===== config.mk =====
export PLATFORM = sky130hd
export DESIGN_NAME = irq_dispatch
export DESIGN_NICKNAME = d
export VERILOG_FILES = /design/src/rtl/irq_dispatch.sv
export SDC_FILE = /design/constraint.sdc
export NUM_CORES = 1
export LEC_CHECK = 0
export BUFFER_PORTS_ARGS = -buffer_cell sky130_fd_sc_hd__clkbuf_2
export CORE_UTILIZATION = 40
export DETAILED_ROUTE_END_ITERATION = 16
export SETUP_SLACK_MARGIN = 0.2
export SYNTH_ARGS = -nofsm -noshare
export SYNTH_HDL_FRONTEND = slang
export SYNTH_SLANG_ARGS = --single-unit

===== constraint.sdc =====
create_clock -name clk_i -period 8.2 [get_ports clk_i]
set_clock_uncertainty 0.1 [all_clocks]
set_input_delay 2.46 -clock clk_i [delete_from_list [all_inputs] [get_ports clk_i]]
set_output_delay 2.46 -clock clk_i [all_outputs]
set_load 0.005 [all_outputs]

===== src/rtl/irq_dispatch.sv =====
// Dispatch stage behind the interrupt priority arbiter: registers the winning
// candidate, raises a held request to the core, claims on handshake, nests levels.
module irq_dispatch #(
  parameter  int NrIrqs     = 32,
  parameter  int PrioWidth  = 8,
  parameter  int StackDepth = 4,
  localparam int IdxWidth   = $clog2(NrIrqs),
  localparam int DepthW     = $clog2(StackDepth + 1)
) (
  input  logic                 clk_i,
  input  logic                 rst_i,
  input  logic                 arb_valid_i,
  input  logic [PrioWidth-1:0] arb_prio_i,
  input  logic [IdxWidth-1:0]  arb_idx_i,
  input  logic [PrioWidth-1:0] thresh_i,
  output logic                 irq_valid_o,
  output logic [IdxWidth-1:0]  irq_id_o,
  output logic [PrioWidth-1:0] irq_prio_o,
  input  logic                 irq_ready_i,
  input  logic                 complete_i,
  output logic [NrIrqs-1:0]    claim_o,
  output logic [PrioWidth-1:0] level_o,
  output logic [DepthW-1:0]    depth_o
);

  typedef struct packed {
    logic                 valid;
    logic [PrioWidth-1:0] prio;
    logic [IdxWidth-1:0]  idx;
  } cand_t;

  typedef enum logic [1:0] {IDLE, REQ, SETTLE} state_t;

  cand_t                               cand_q;
  state_t                              state_q;
  logic [StackDepth-1:0][PrioWidth-1:0] stack_q;
  logic [DepthW-1:0]                   depth_q;
  logic [PrioWidth-1:0]                level;
  logic                                dispatch_ok;
  logic                                handshake;
  logic                                push;
  logic                                pop;

  always_ff @(posedge clk_i) begin
    if (rst_i) cand_q <= '0;
    else       cand_q <= '{valid: arb_valid_i, prio: arb_prio_i, idx: arb_idx_i};
  end

  always_comb begin
    level = '0;
    for (int i = 0; i < StackDepth; i++)
      if (depth_q == DepthW'(i + 1)) level = stack_q[i];
  end

  assign dispatch_ok = cand_q.valid && (cand_q.prio > thresh_i) && (cand_q.prio > level) &&
                       (depth_q < DepthW'(StackDepth));
  assign handshake   = irq_valid_o && irq_ready_i;
  assign push        = handshake;
  assign pop         = complete_i && (depth_q != '0);
  assign claim_o     = handshake ? (NrIrqs'(1) << irq_id_o) : '0;
  assign level_o     = level;
  assign depth_o     = depth_q;

  always_ff @(posedge clk_i) begin
    if (rst_i) begin
      state_q     <= IDLE;
      irq_valid_o <= 1'b0;
      irq_id_o    <= '0;
      irq_prio_o  <= '0;
    end else begin
      case (state_q)
        IDLE: if (dispatch_ok) begin
          state_q     <= REQ;
          irq_valid_o <= 1'b1;
          irq_id_o    <= cand_q.idx;
          irq_prio_o  <= cand_q.prio;
        end
        REQ: if (irq_ready_i) begin
          state_q     <= SETTLE;
          irq_valid_o <= 1'b0;
        end
        // candidate register still holds the pre-claim arbiter result here
        SETTLE:  state_q <= IDLE;
        default: state_q <= IDLE;
      endcase
    end
  end

  // pop-then-push when both happen: top entry is replaced, depth unchanged
  always_ff @(posedge clk_i) begin
    if (rst_i) begin
      stack_q <= '0;
      depth_q <= '0;
    end else begin
      for (int i = 0; i < StackDepth; i++) begin
        if (push && pop && depth_q == DepthW'(i + 1))  stack_q[i] <= irq_prio_o;
        else if (push && !pop && depth_q == DepthW'(i)) stack_q[i] <= irq_prio_o;
      end
      if (push && !pop && depth_q < DepthW'(StackDepth)) depth_q <= depth_q + 1'b1;
      else if (pop && !push)                             depth_q <= depth_q - 1'b1;
    end
  end

endmodule

=== After elaboration in Yosys (flattened, before gate mapping) ===
Index checks and enable logic that the tools add are counted.

* Flip-flop bits (word level): 65
* Output and inout port bits: 57
* Word-level logic and storage cells: 77

* $add $sub $neg: 2
* Order comparisons: 3
* Equal/unequal tests: 7
* Shifts and indexed selects: 1
* Multiplexer cells: 21
* Reduce and logical (&&, ||, !) cells: 31

{| class="wikitable"
|+ Operator list
! operator !! count
|-
| 8-bit 2-to-1 mux || 12
|-
| 32-bit 2-to-1 mux || 1
|-
| 1-bit by 5-bit left shift with 32-bit output (first input constant) || 1
|-
| 1-bit logical AND || 17
|-
| 8-bit > comparator || 2
|-
| 2-bit nonzero test || 6
|-
| 3-bit by 2-bit equality test with 1-bit output (second input constant) || 2
|-
| 3-bit 2-to-1 mux || 2
|-
| 2-bit 2-to-1 mux || 2
|-
| 2-bit != test (second input constant) || 2
|-
| 2-bit one-hot mux with 2 select lines || 1
|-
| 2-bit AND reduction || 2
|-
| 3-bit by 1-bit adder with 3-bit output (second input constant) || 1
|-
| 3-bit by 1-bit equality test with 1-bit output (second input constant) || 1
|-
| 3-bit equality test (second input constant) || 1
|-
| 3-bit zero test || 1
|-
| 3-bit < comparator (second input constant) || 1
|-
| 3-bit AND reduction || 1
|-
| 3-bit nonzero test || 1
|-
| 3-bit by 1-bit subtractor with 3-bit output (second input constant) || 1
|-
| 2-bit by 1-bit equality test with 1-bit output (second input constant) || 1
|-
| 1-bit zero test || 2
|-
| 2-bit zero test || 1
|-
| 1-bit 2-to-1 mux || 2
|-
| 1-bit one-hot mux with 2 select lines || 1
|}

=== Logic depth before layout (Yosys ltp) ===
* Depth after elaboration: 10
* Gate-level depth with buffers: 16
* Gate-level depth less buffers: 14

=== Least setup slack after synthesis ===
OpenSTA, ideal clock, no wires.

* Path type: input port to output port
* Start: input port irq_ready_i
* End: output port claim_o[24]
* Arrival: 3,177 ps
* Data required time: 5,640 ps
* Path slack: 2,463 ps
* Cell stages on the path: 5
* Buffers on the path: 0
* Path through: and2_0 nand3b_1 inv_1 nand2_1 nor3_1

* Word-level cells in the longest chain between the ends: 2

{| class="wikitable"
|+ Ends and longest elaborated chain
! element !! line !! RTL
|-
| start, declared || 19 || <nowiki>input logic irq_ready_i,</nowiki>
|-
| 1-bit logical AND || 57 || <nowiki>assign handshake = irq_valid_o && irq_ready_i;</nowiki>
|-
| 32-bit 2-to-1 mux || 60 || <nowiki>assign claim_o = handshake ? (NrIrqs'(1) << irq_id_o) : '0;</nowiki>
|-
| end, declared || 21 || <nowiki>output logic [NrIrqs-1:0] claim_o,</nowiki>
|}

Every way passes these cells.

=== Final worst setup path ===
Ends and elaborated chain as after synthesis.

==> metrics.txt <==
Yosys reg bits 65; Hold-fix buffers, CTS 0; VDD IR max between 0.1 and 0.15 mV; Ys Warns 0; Synth Area in Simple Gates about 26%; Sink Count 65; fillers 831; effective utilization at floorplan approximately two fifths; final setup vio count 0; Worst Path Required ~5.6 ns; Clock Path Buffers 2; Clk Tree Root Cell clkbuf_8; Post-Syn Area ~3400 µm²; Slew headroom 34.4%; H-Tree Depth 3; initial DRC count around 110; fin util between 40% and 50%; drt wl/cell 13.4 µm; Mapped Cells about 400; Antenna Nets Post-Route 0; clock latency on the worst-skew pair approximately 0.34 ns; total grt overflow 0; RSZ-0062 raised after global routing false; DPL Wire Length about 5500 µm; GPL Wtd Cong 0.737; ys async rst share 0%; endpoints failing hold 0; cts bufs inserted 9; Achievable Freq 164 MHz; number of flops mapped to enable cells by yosys 0; setup TNS 0 ns; largest family of logic cells by synthesized area simple AND/OR/NAND/NOR gates; mux cell area share after synthesis between 10% and 20%; Synth Area in Compound Gates about a tenth; synth-to-layout area growth 19.6%; Worst Setup End Kind output pin; first-pass GRT wire length roughly 12000 µm; Clock Pin Slew Worst Setup and Hold Paths 0.07 ns; CTS tree yes; post-CTS sizing 0; routed vias 2900; r2r setup slk slightly above 4 ns; Distinct cells, synth 43; CP max FO 6; max cap viols 0; final routed DRC violation total 0; Post-Syn Nets 444; CP Launch Type input pin; register area share after synthesis between 30% and 40%; Die Y ~95 µm; Pre-antenna DRT Iters 4; number of antenna diodes 0; die area around 8900 µm²; fin crit share between 70 and 80%; Static Leakage around 1.7 nW; DRT met1 WL 3630 µm; core area between 8000 and 9000 µm²; Tmin final between 6 and 7 ns; overall global routing resource usage 17.9%; number of cell rows 33; # Post-CTS Setup Buffers 0; Slew Limit Fails 0; share of cells above drive strength 1 about a quarter; post-synthesis adder-cell area fraction ~8%; Worst-Margin Slew slightly below 1 ns; xor/xnor cell area share of the yosys netlist 0%; Met3 Wirelength 290 µm; Synth Flop Type dfxtp_1; Vias/cell 4.97; drt total wl approximately 7800 µm; Mapped Avg Cell Area roughly 8.6 µm²; Ports a little over 80; largest net degree at the start of global routing 79; top sig layer met4; status finished clean; Crit Path Category input pin to output pin; Worst Hold Class register to register; chip width ~95 µm; total power just under 0.8 mW; met2 routed WL approximately 3700 µm; initial antenna violation count 0; Power Dens Cells about 190 nW/µm²; vias in the first global route about 2500; Port Buffer Count 82; nets@finish about 520; CP arrival 3.55 ns
layer usage:
layer / up-vias / track usage, %
li1: 1486 / -
met5: - / 0
met4: 0 / 6.69
met3: 11 / 4.51
met2: 62 / 29.8
met1: 1341 / 22.2
cells by family after synthesis:
kind of cell | count (synthesis)
AO/OA/AOI/OAI | 48
adder cells (fa/ha/maj) | 22
buffers and inverters | 37
flip-flops | 65
multiplexers | 47
AND/OR/NAND/NOR | 177
final timing paths:
check,from,end,cells after the start
worst max-delay path,irq_ready_i,claim_o[24],7
worst min-delay path,cand_q[0],irq_id_o[0],2
worst max register to register,depth_o[2],irq_prio_o[3],10
worst min register to register,cand_q[0],irq_id_o[0],2
where the power goes:
group          total [mW]  switching [mW]  internal, mW
registers           0.347          0.0201         0.327
logic               0.153          0.0952        0.0578
clock network       0.283           0.126         0.157
state kept, by name, summed over array words and instances, names as in the netlist:
register / flops
stack_q: 32
cand_q: 14
irq_id_o: 5
depth_o: 3
irq_prio_o: 8
state_q: 2
irq_valid_o: 1
cells in the final DEF, fill, tap and decap left out, types with 15 or more instances in the layout:
cell type / netlist / final
nor2_1: 82 / 82
ha_1: 22 / 22
dfxtp_1: 65 / 65
nor2b_1: 18 / 18
a21oi_1: 17 / 17
clkbuf_2: 0 / 82
inv_1: 20 / 20
mux2i_1: 47 / 47
nand2b_1: 28 / 28
nand2_1: 15 / 15
cells in the mapped netlist (5+ instances only):
| master | n | area (µm²) |
|---|---|---|
| a221oi_1 | 5 | 43.8 |
| nor2_1 | 82 | 308 |
| a21oi_1 | 17 | 85.1 |
| ha_1 | 22 | 275 |
| nand2b_1 | 28 | 175 |
| mux2i_1 | 47 | 470 |
| dfxtp_1 | 65 | 1300 |
| nand2_1 | 15 | 56.3 |
| nor2b_1 | 18 | 113 |
| inv_1 | 20 | 75.1 |
| o21ai_0 | 10 | 50.1 |
| clkbuf_1 | 14 | 52.6 |
critical path: stages:
cell      delay [ns]
clkbuf_2        0.12
and2_0          0.28
nand3b_1        0.22
inv_1           0.09
nand2_1         0.09
nor3_1          0.15
clkbuf_2        0.14
layout make-up:
cell class,count,area [µm²],share of cell area [%]
Clock buffer,12,155,3.79
Clock inverter,4,51.3,1.25
Inverter,20,75.1,1.83
Multi-Input combinational cell,294,1960,47.9
Sequential cell,65,1300,31.8
Tap cell,105,131,3.21
Timing Repair Buffer,83,418,10.2
metrics by stage:
stage	cells	hold slack (ns)	area, µm²	setup slack, ns
2_1_floorplan	396	0.338	3420	2.46
3_5_place_dp	567	0.353	3890	2.08
4_1_cts	583	0.358	4100	2.08
3_3_place_gp	567	0.344	3890	2.12
5_1_grt	583	0.367	4100	1.85
6_report	583	0.359	4100	2.09
No activity file was read; power rests on OpenSTA's default activity.
